### src/rtl/jk_bank_seq.sv
// Command sequencer for a bank of W JK flip-flops: drives per-bit j/k for a
// latched operation over a programmed number of bank edges, using live q feedback.
`timescale 1ns/1ps

module jk_bank_seq #(
  parameter int W    = 4,
  parameter int LENW = 8
) (
  input  logic            clk,
  input  logic            cl,
  input  logic            cmd_valid,
  output logic            cmd_ready,
  input  logic [2:0]      cmd_op,
  input  logic [W-1:0]    cmd_data,
  input  logic [LENW-1:0] cmd_len,
  input  logic [W-1:0]    q,
  output logic [W-1:0]    j,
  output logic [W-1:0]    k,
  output logic            busy,
  output logic            done,
  output logic            wrap
);

  typedef enum logic {
    IDLE = 1'b0,
    RUN  = 1'b1
  } state_t;

  typedef enum logic [2:0] {
    OP_NOP        = 3'b000,
    OP_LOAD       = 3'b001,
    OP_CLEAR      = 3'b010,
    OP_SET        = 3'b011,
    OP_COUNT_UP   = 3'b100,
    OP_COUNT_DOWN = 3'b101,
    OP_SHIFT_LEFT = 3'b110,
    OP_INVERT     = 3'b111
  } op_t;

  localparam logic [LENW:0] ONE = {{LENW{1'b0}}, 1'b1};

  state_t        state, state_next;
  op_t           op_q;
  logic [W-1:0]  data_q;
  logic [LENW:0] remaining;
  logic          accept;
  logic          last_edge;

  always_ff @(posedge clk or negedge cl) begin
    if (!cl) begin
      state <= IDLE;
    end else begin
      state <= state_next;
    end
  end

  always_comb begin
    state_next = state;
    cmd_ready  = 1'b0;
    busy       = 1'b0;
    accept     = 1'b0;
    last_edge  = 1'b0;
    case (state)
      IDLE: begin
        cmd_ready = 1'b1;
        if (cmd_valid) begin
          accept     = 1'b1;
          state_next = RUN;
        end
      end
      RUN: begin
        busy = 1'b1;
        if (remaining == ONE) begin
          last_edge  = 1'b1;
          state_next = IDLE;
        end
      end
      default: state_next = IDLE;
    endcase
  end

  // Command fields are captured only at the accept edge; remaining counts bank edges left.
  always_ff @(posedge clk or negedge cl) begin
    if (!cl) begin
      op_q      <= OP_NOP;
      data_q    <= '0;
      remaining <= '0;
      done      <= 1'b0;
      wrap      <= 1'b0;
    end else begin
      done <= last_edge;
      if (accept) begin
        op_q      <= op_t'(cmd_op);
        data_q    <= cmd_data;
        remaining <= {1'b0, cmd_len} + ONE;
        wrap      <= 1'b0;
      end else if (state == RUN) begin
        remaining <= remaining - ONE;
        if ((op_q == OP_COUNT_UP && (&q)) || (op_q == OP_COUNT_DOWN && !(|q))) begin
          wrap <= 1'b1;
        end
      end
    end
  end

  // Toggle enables for counting are the running AND of lower bits (true or inverted).
  always_comb begin
    logic acc_up;
    logic acc_dn;
    j      = '0;
    k      = '0;
    acc_up = 1'b1;
    acc_dn = 1'b1;
    if (state == RUN) begin
      case (op_q)
        OP_NOP: begin
          j = '0;
          k = '0;
        end
        OP_LOAD: begin
          j = data_q;
          k = ~data_q;
        end
        OP_CLEAR: begin
          j = '0;
          k = '1;
        end
        OP_SET: begin
          j = '1;
          k = '0;
        end
        OP_COUNT_UP: begin
          for (int i = 0; i < W; i++) begin
            j[i]   = acc_up;
            k[i]   = acc_up;
            acc_up = acc_up & q[i];
          end
        end
        OP_COUNT_DOWN: begin
          for (int i = 0; i < W; i++) begin
            j[i]   = acc_dn;
            k[i]   = acc_dn;
            acc_dn = acc_dn & ~q[i];
          end
        end
        OP_SHIFT_LEFT: begin
          j = {q[W-2:0], data_q[0]};
          k = ~{q[W-2:0], data_q[0]};
        end
        OP_INVERT: begin
          j = '1;
          k = '1;
        end
        default: begin
          j = '0;
          k = '0;
        end
      endcase
    end
  end

endmodule

### config.mk
export PLATFORM = sky130hd
export DESIGN_NAME = jk_bank_seq
export DESIGN_NICKNAME = d
export VERILOG_FILES = /design/src/rtl/jk_bank_seq.sv
export SDC_FILE = /design/constraint.sdc
export NUM_CORES = 1
export LEC_CHECK = 0
export ABC_AREA = 1
export CORE_MARGIN = 10
export CORE_UTILIZATION = 44
export CTS_CLUSTER_DIAMETER = 100
export DETAILED_ROUTE_END_ITERATION = 10
export GPL_ROUTABILITY_DRIVEN = 0
export GPL_TIMING_DRIVEN = 0
export PLACE_DENSITY = 0.8
export SLEW_MARGIN = 20
export SYNTH_ARGS = -nofsm -noshare
export SYNTH_HDL_FRONTEND = slang
export SYNTH_SLANG_ARGS = --single-unit
### constraint.sdc
create_clock -name clk -period 1.3 [get_ports clk]
set_input_delay 0.26 -clock clk [delete_from_list [all_inputs] [get_ports clk]]
set_output_delay 0.26 -clock clk [all_outputs]
set_load 0.005 [all_outputs]
* Word level (Yosys, flattened, before mapping)
Index checks and enable logic that the tools add are counted.
** Storage, ports and cells
- Logic and storage cells :: 57
- Output and inout bits :: 12
- Input port bits :: 22
- Bits in registers :: 19
** Operators by class
- Add/sub/neg operators :: 2
- Equal/unequal tests :: 8
- Bitwise gates (word level) :: 10
- Mux-type cells :: 17
- Reduce and logical (&&, ||, !) cells :: 14
** Operator list (number)
- one-hot mux 4 bit (6 select lines) :: 2
- 2-to-1 mux 9 bit :: 2
- == test 3 bit, second input constant :: 4
- 2-to-1 mux 1 bit :: 10
- adder 8 x 1 -> 9 bit, second input constant :: 1
- == test 9 x 1 -> 1 bit, second input constant :: 1
- subtractor 9 x 1 -> 9 bit, second input constant :: 1
- 2-to-1 mux 4 bit :: 2
- NOT 4 bit :: 2
- OR reduction 2 bit :: 4
- == test 3 x 2 -> 1 bit, second input constant :: 2
- bitwise AND 1 bit :: 4
- NOT 1 bit :: 4
- AND reduction 4 bit :: 1
- nonzero test 2 bit :: 2
- OR reduction 4 bit :: 1
- == test 3 x 1 -> 1 bit, second input constant :: 1
- logical NOT 3 bit :: 1
- logical AND 1 bit :: 2
- one-hot mux 1 bit (2 select lines) :: 1
- AND reduction 2 bit :: 1
- logical NOT 1 bit :: 1
- logical OR 1 bit :: 1

* Longest topological paths before layout
- Depth in word-level cells :: 7
- Mapped depth :: 8
- Depth with buffers taken out :: 8

* Worst setup path before layout
OpenSTA, ideal clock, no wires.
- Kind :: flip-flop to output port
- Start point :: register op_q[0]
- End point :: output port k[3]
- Stages on the path, launching flop included :: 8
- Data required time :: 1.040 ns
- Setup slack :: 0.008 ns
- Buffers on the path :: 0
- Arrival :: 1.032 ns
- Cells stage by stage :: dfrtp_1 > inv_2 > nand2_1 > nor2_1 > nand2_1 > nand2_1 > inv_1 > a21oi_1
** Between the ends
- Cells in the longest elaborated chain, start to end :: 4
- Elaborated cells between the ends (all ways) :: 12
- Those cells by class :: eq/ne: 7; mux: 2; reduce/logical: 3
** RTL lines
- from (decl) :: RTL line 43 : op_t op_q;
- from (signal assigned) :: RTL line 93 : op_q <= op_t'(cmd_op);
- == test 3 bit (tied with other cells) :: RTL line 115 : case (op_q)
- OR reduction 2 bit (no source line)
- one-hot mux 4 bit (6 select lines) * :: RTL line 115
- 2-to-1 mux 4 bit * :: RTL line 114 : if (state == RUN) begin
- to (decl) :: RTL line 18 : output logic [W-1:0] k,
Mark *: on every way between the ends. The rest lies on a longest branch, timed or not.

* Final worst setup path
Same ends and word-level chain as after synthesis.

==> results_dict.tcl <==
set metrics [dict create \
    clockBufferDepth 2 \
    place_ws_ns -0.8411 \
    powerDensity_nw_per_um2 480.7 \
    synth.area.mux_share 0 \
    worstReg2RegStart "state$_DFF_PN0_" \
    grt_max_degree 20 \
    pin_count 34 \
    cpPeakStageDelay_ns 0.49 \
    syn-num-nets 232 \
    max_cap_viol_count 0 \
    critPathKind "register to output pin" \
    wl_per_cell_um 14.21 \
    cts.sinks 19 \
    timing.rr.end "remaining[5]$_DFFE_PN0P_" \
    violations "negative setup slack" \
    endpoint "k[3]" \
    maxSlewHeadroom 0.4125 \
    vias 1581 \
    drtPass1Iterations 6 \
    critical_path.top_delay_family "flip-flops" \
    die_h_um 76.39 \
    cts_made_buffers 3 \
    yosys.area_share.simple 0.4114 \
    met3_usage 0.03066 \
    grt_busiest_layer "met2" \
    synth.distinct_cells 27 \
    pwr-share-clk 0.305 \
    grt_antenna_before_repair 0 \
    worstMarginPinSlew_ns 0.8786 \
    final_layout_size_suffix_gt1_frac 0.3372 \
    crit_top_cell "nand2_2" \
    syn_area_per_cell_um2 6.758 \
    diodes 0 \
    grt-ovfl-total 0 \
    leakage_nw 0.9875 \
    grt_pass1_wl_mm 6.630 \
    r2r_setup_slack_ns 0.04 \
    cp.arrival_ns 1.58 \
    cp-end-kind "output pin" \
    slowest_stage "dfrtp_2" \
    portBuffers 33 \
    seqPwrFrac 0.575 \
    power_switching_mw 0.2498 \
    synth_xor_area_frac 0.01878 \
    drc 0 \
    cp.depth 9 \
    yosysSeqAreaShare 0.3399 \
    synth_compound_area_frac 0.1091 \
    period_share 1.413 \
    syn_area_um2 1399 \
    post_drt_via_cell_ratio 5.184 \
    outcome "finished with violations" \
    setup.worst_path.start_class "register" \
    ys_ff_latch 19 \
    startpoint "op_q[0]$_DFFE_PN0P_" \
    hold_violations 0 \
    rows 20 \
    synthAdderAreaFrac 0.02683 \
    synth_top_family_by_area "simple AND/OR/NAND/NOR gates" \
    design_area_um2 2136 \
    peakVddDrop_v 0.0005050 \
    clkTransAtPathRegs_ns 0.11 \
    cts_max_level 1 \
    yosys_warnings 0 \
    cts_hold_buf 0 \
    core_area_um2 3053 \
    drt.antenna.violating_nets 0 \
    synthCells 207 \
    crit_required_ns 1.04 \
    cp_max_fo 4 \
    setup_violations 8 \
    path_buf_inv 4 \
    intPower_mw 0.7768 \
    fmax_mhz 544.3 \
    slew_violations 0 \
    cp_cell_sequence "inv_4, nand2_4, nor2_4, buf_6, nand2_2, nand2_2, inv_2, a21oi_2, buf_2" \
    p_sw_frac 0.2433 \
    setup_slack_ns -0.5372 \
    clk_latency_ns 0.31 \
    drt_iter0_drc 149 \
    worst_hold_path_type "primary input to async pin" \
    drt_wl_total_mm 4.335 \
    worst_r2r_path_depth 7 \
    initial_utilization 0.4582 \
    rsz0062_at_grt "true" \
    place_area_um2 1784 \
    grt_pass1_vias 1407 \
    cts_root_buffer "clkbuf_4" \
    dieArea_um2 5835 \
    hpwlAfterDp_mm 2.776 \
    use_met1 0.1697 \
    fin_nets 287 \
    grt_use_met2 0.2185 \
    die_w_um 76.39 \
    combinationalPowerShare 0.120 \
    cts_tree "built" \
    min_period_ns 1.837 \
    skew_ns 0.006020 \
    syn_to_final_growth_pct 52.68 \
    track_usage 0.1333 \
]
[worst min-delay path by stage]
| stage | from | slack, ns | cells after the start | endpoint |
|---|---|---|---|---|
| 2_1_floorplan | cl | -0.04 | 0 | data_q[0]$_DFFE_PN0P_ |
| 3_3_place_gp | data_q[2]$_DFFE_PN0P_ | 0.47 | 2 | data_q[2]$_DFFE_PN0P_ |
| 3_5_place_dp | wrap$_DFFE_PN0P_ | 0.46 | 2 | wrap$_DFFE_PN0P_ |
| 4_1_cts | cl | 0.46 | 1 | remaining[6]$_DFFE_PN0P_ |
| 5_1_grt | cl | 0.49 | 1 | remaining[6]$_DFFE_PN0P_ |
| 6_report | cl | 0.43 | 1 | remaining[6]$_DFFE_PN0P_ |
[state kept, by name (all words and copies together) (netlist names)]
name / count
wrap: 1
state: 1
done: 1
remaining: 9
op_q: 3
data_q: 4
[what timing repair did]
item	4_1_cts	5_1_grt
endpoints found under the hold margin	0	0
setup buffers	12	6
resized for setup	81	35
endpoints found under the setup margin	27	17
pin swaps	11	11
[cell usage in the layout (no fill, tap or decap), types with 3 or more instances in the layout]
cell type        synthesis  layout
nand3_1                 26      19
clkdlybuf4s50_1          0      20
clkbuf_4                 0       4
buf_4                    0       8
nand3_2                  1       6
dfrtp_2                  0       5
inv_1                   23      18
dlygate4sd2_1            0       3
nor2_4                   2       7
nor2_1                  28      19
buf_2                    2       9
buf_6                    1       9
nand4_1                  6       6
nand2_2                  0       7
dfrtp_1                 19      14
nand2_1                 53      44
a21oi_1                 10       8
o21ai_0                 12       9
inv_2                    4       8
o21ai_1                  2       3
nand2_4                  2       3
nor2_2                   0       4
[layer usage]
metal  vias up  share of wire
li1        784              -
met5         -              0
met1       734           0.44
met2        58           0.50
met3         5          0.057
met4         0         0.0072
[Yosys cell counts (all sizes together)]
master / count / area share
nand4: 6 / 0.027
o21a: 1 / 0.0054
o21ai: 14 / 0.050
xnor2: 1 / 0.0063
inv: 27 / 0.072
o21bai: 1 / 0.0054
a21oi: 10 / 0.036
clkinv: 1 / 0.0036
dfrtp: 19 / 0.34
nor3: 2 / 0.015
nand2: 55 / 0.16
clkbuf: 1 / 0.0027
nor2: 31 / 0.11
nand3: 27 / 0.10
nand3b: 1 / 0.0054
xor2: 2 / 0.013
ha: 3 / 0.027
buf: 3 / 0.015
o221ai: 2 / 0.013
[cell type report]
class                   count  area (µm²)
multi-input cells         156       963.4
fillers                   256       917.1
flip-flops and latches     19       481.7
repair buffers             50       461.7
inverters                  28       108.9
well taps                  44       55.05
plain buffers               4       38.79
clock buffers               4       26.28
[power groups by stage]
stage          Sequential [mW]  Combinational, mW  Clock [mW]
2_1_floorplan            0.602             0.0219           0
3_3_place_gp             0.602              0.115           0
3_5_place_dp             0.602              0.115           0
4_1_cts                  0.591              0.116       0.304
5_1_grt                  0.591              0.134       0.343
6_report                 0.591              0.123       0.313
[cells by family after synthesis]
kind of cell    count (synthesis)
buf+inv                        32
simple gates                  122
flops                          19
fa+ha+maj                       3
xor+xnor                        3
compound gates                 28
[per-stage QoR]
step	cells	setup TNS [ns]	hold slack, ns	power, mW	utilization
after floorplan	207	0	-0.03559	0.6242	-
after global placement	284	-10.41	0.4654	0.7168	0.5844
after detailed placement	284	-10.83	0.4643	0.7173	0.5844
after CTS	300	-3.467	0.4622	1.010	0.6398
after global routing	305	-4.549	0.4891	1.069	0.6996
final	305	-3.918	0.4342	1.027	0.6996
Note: power is estimated with default switching activity, not from simulation.
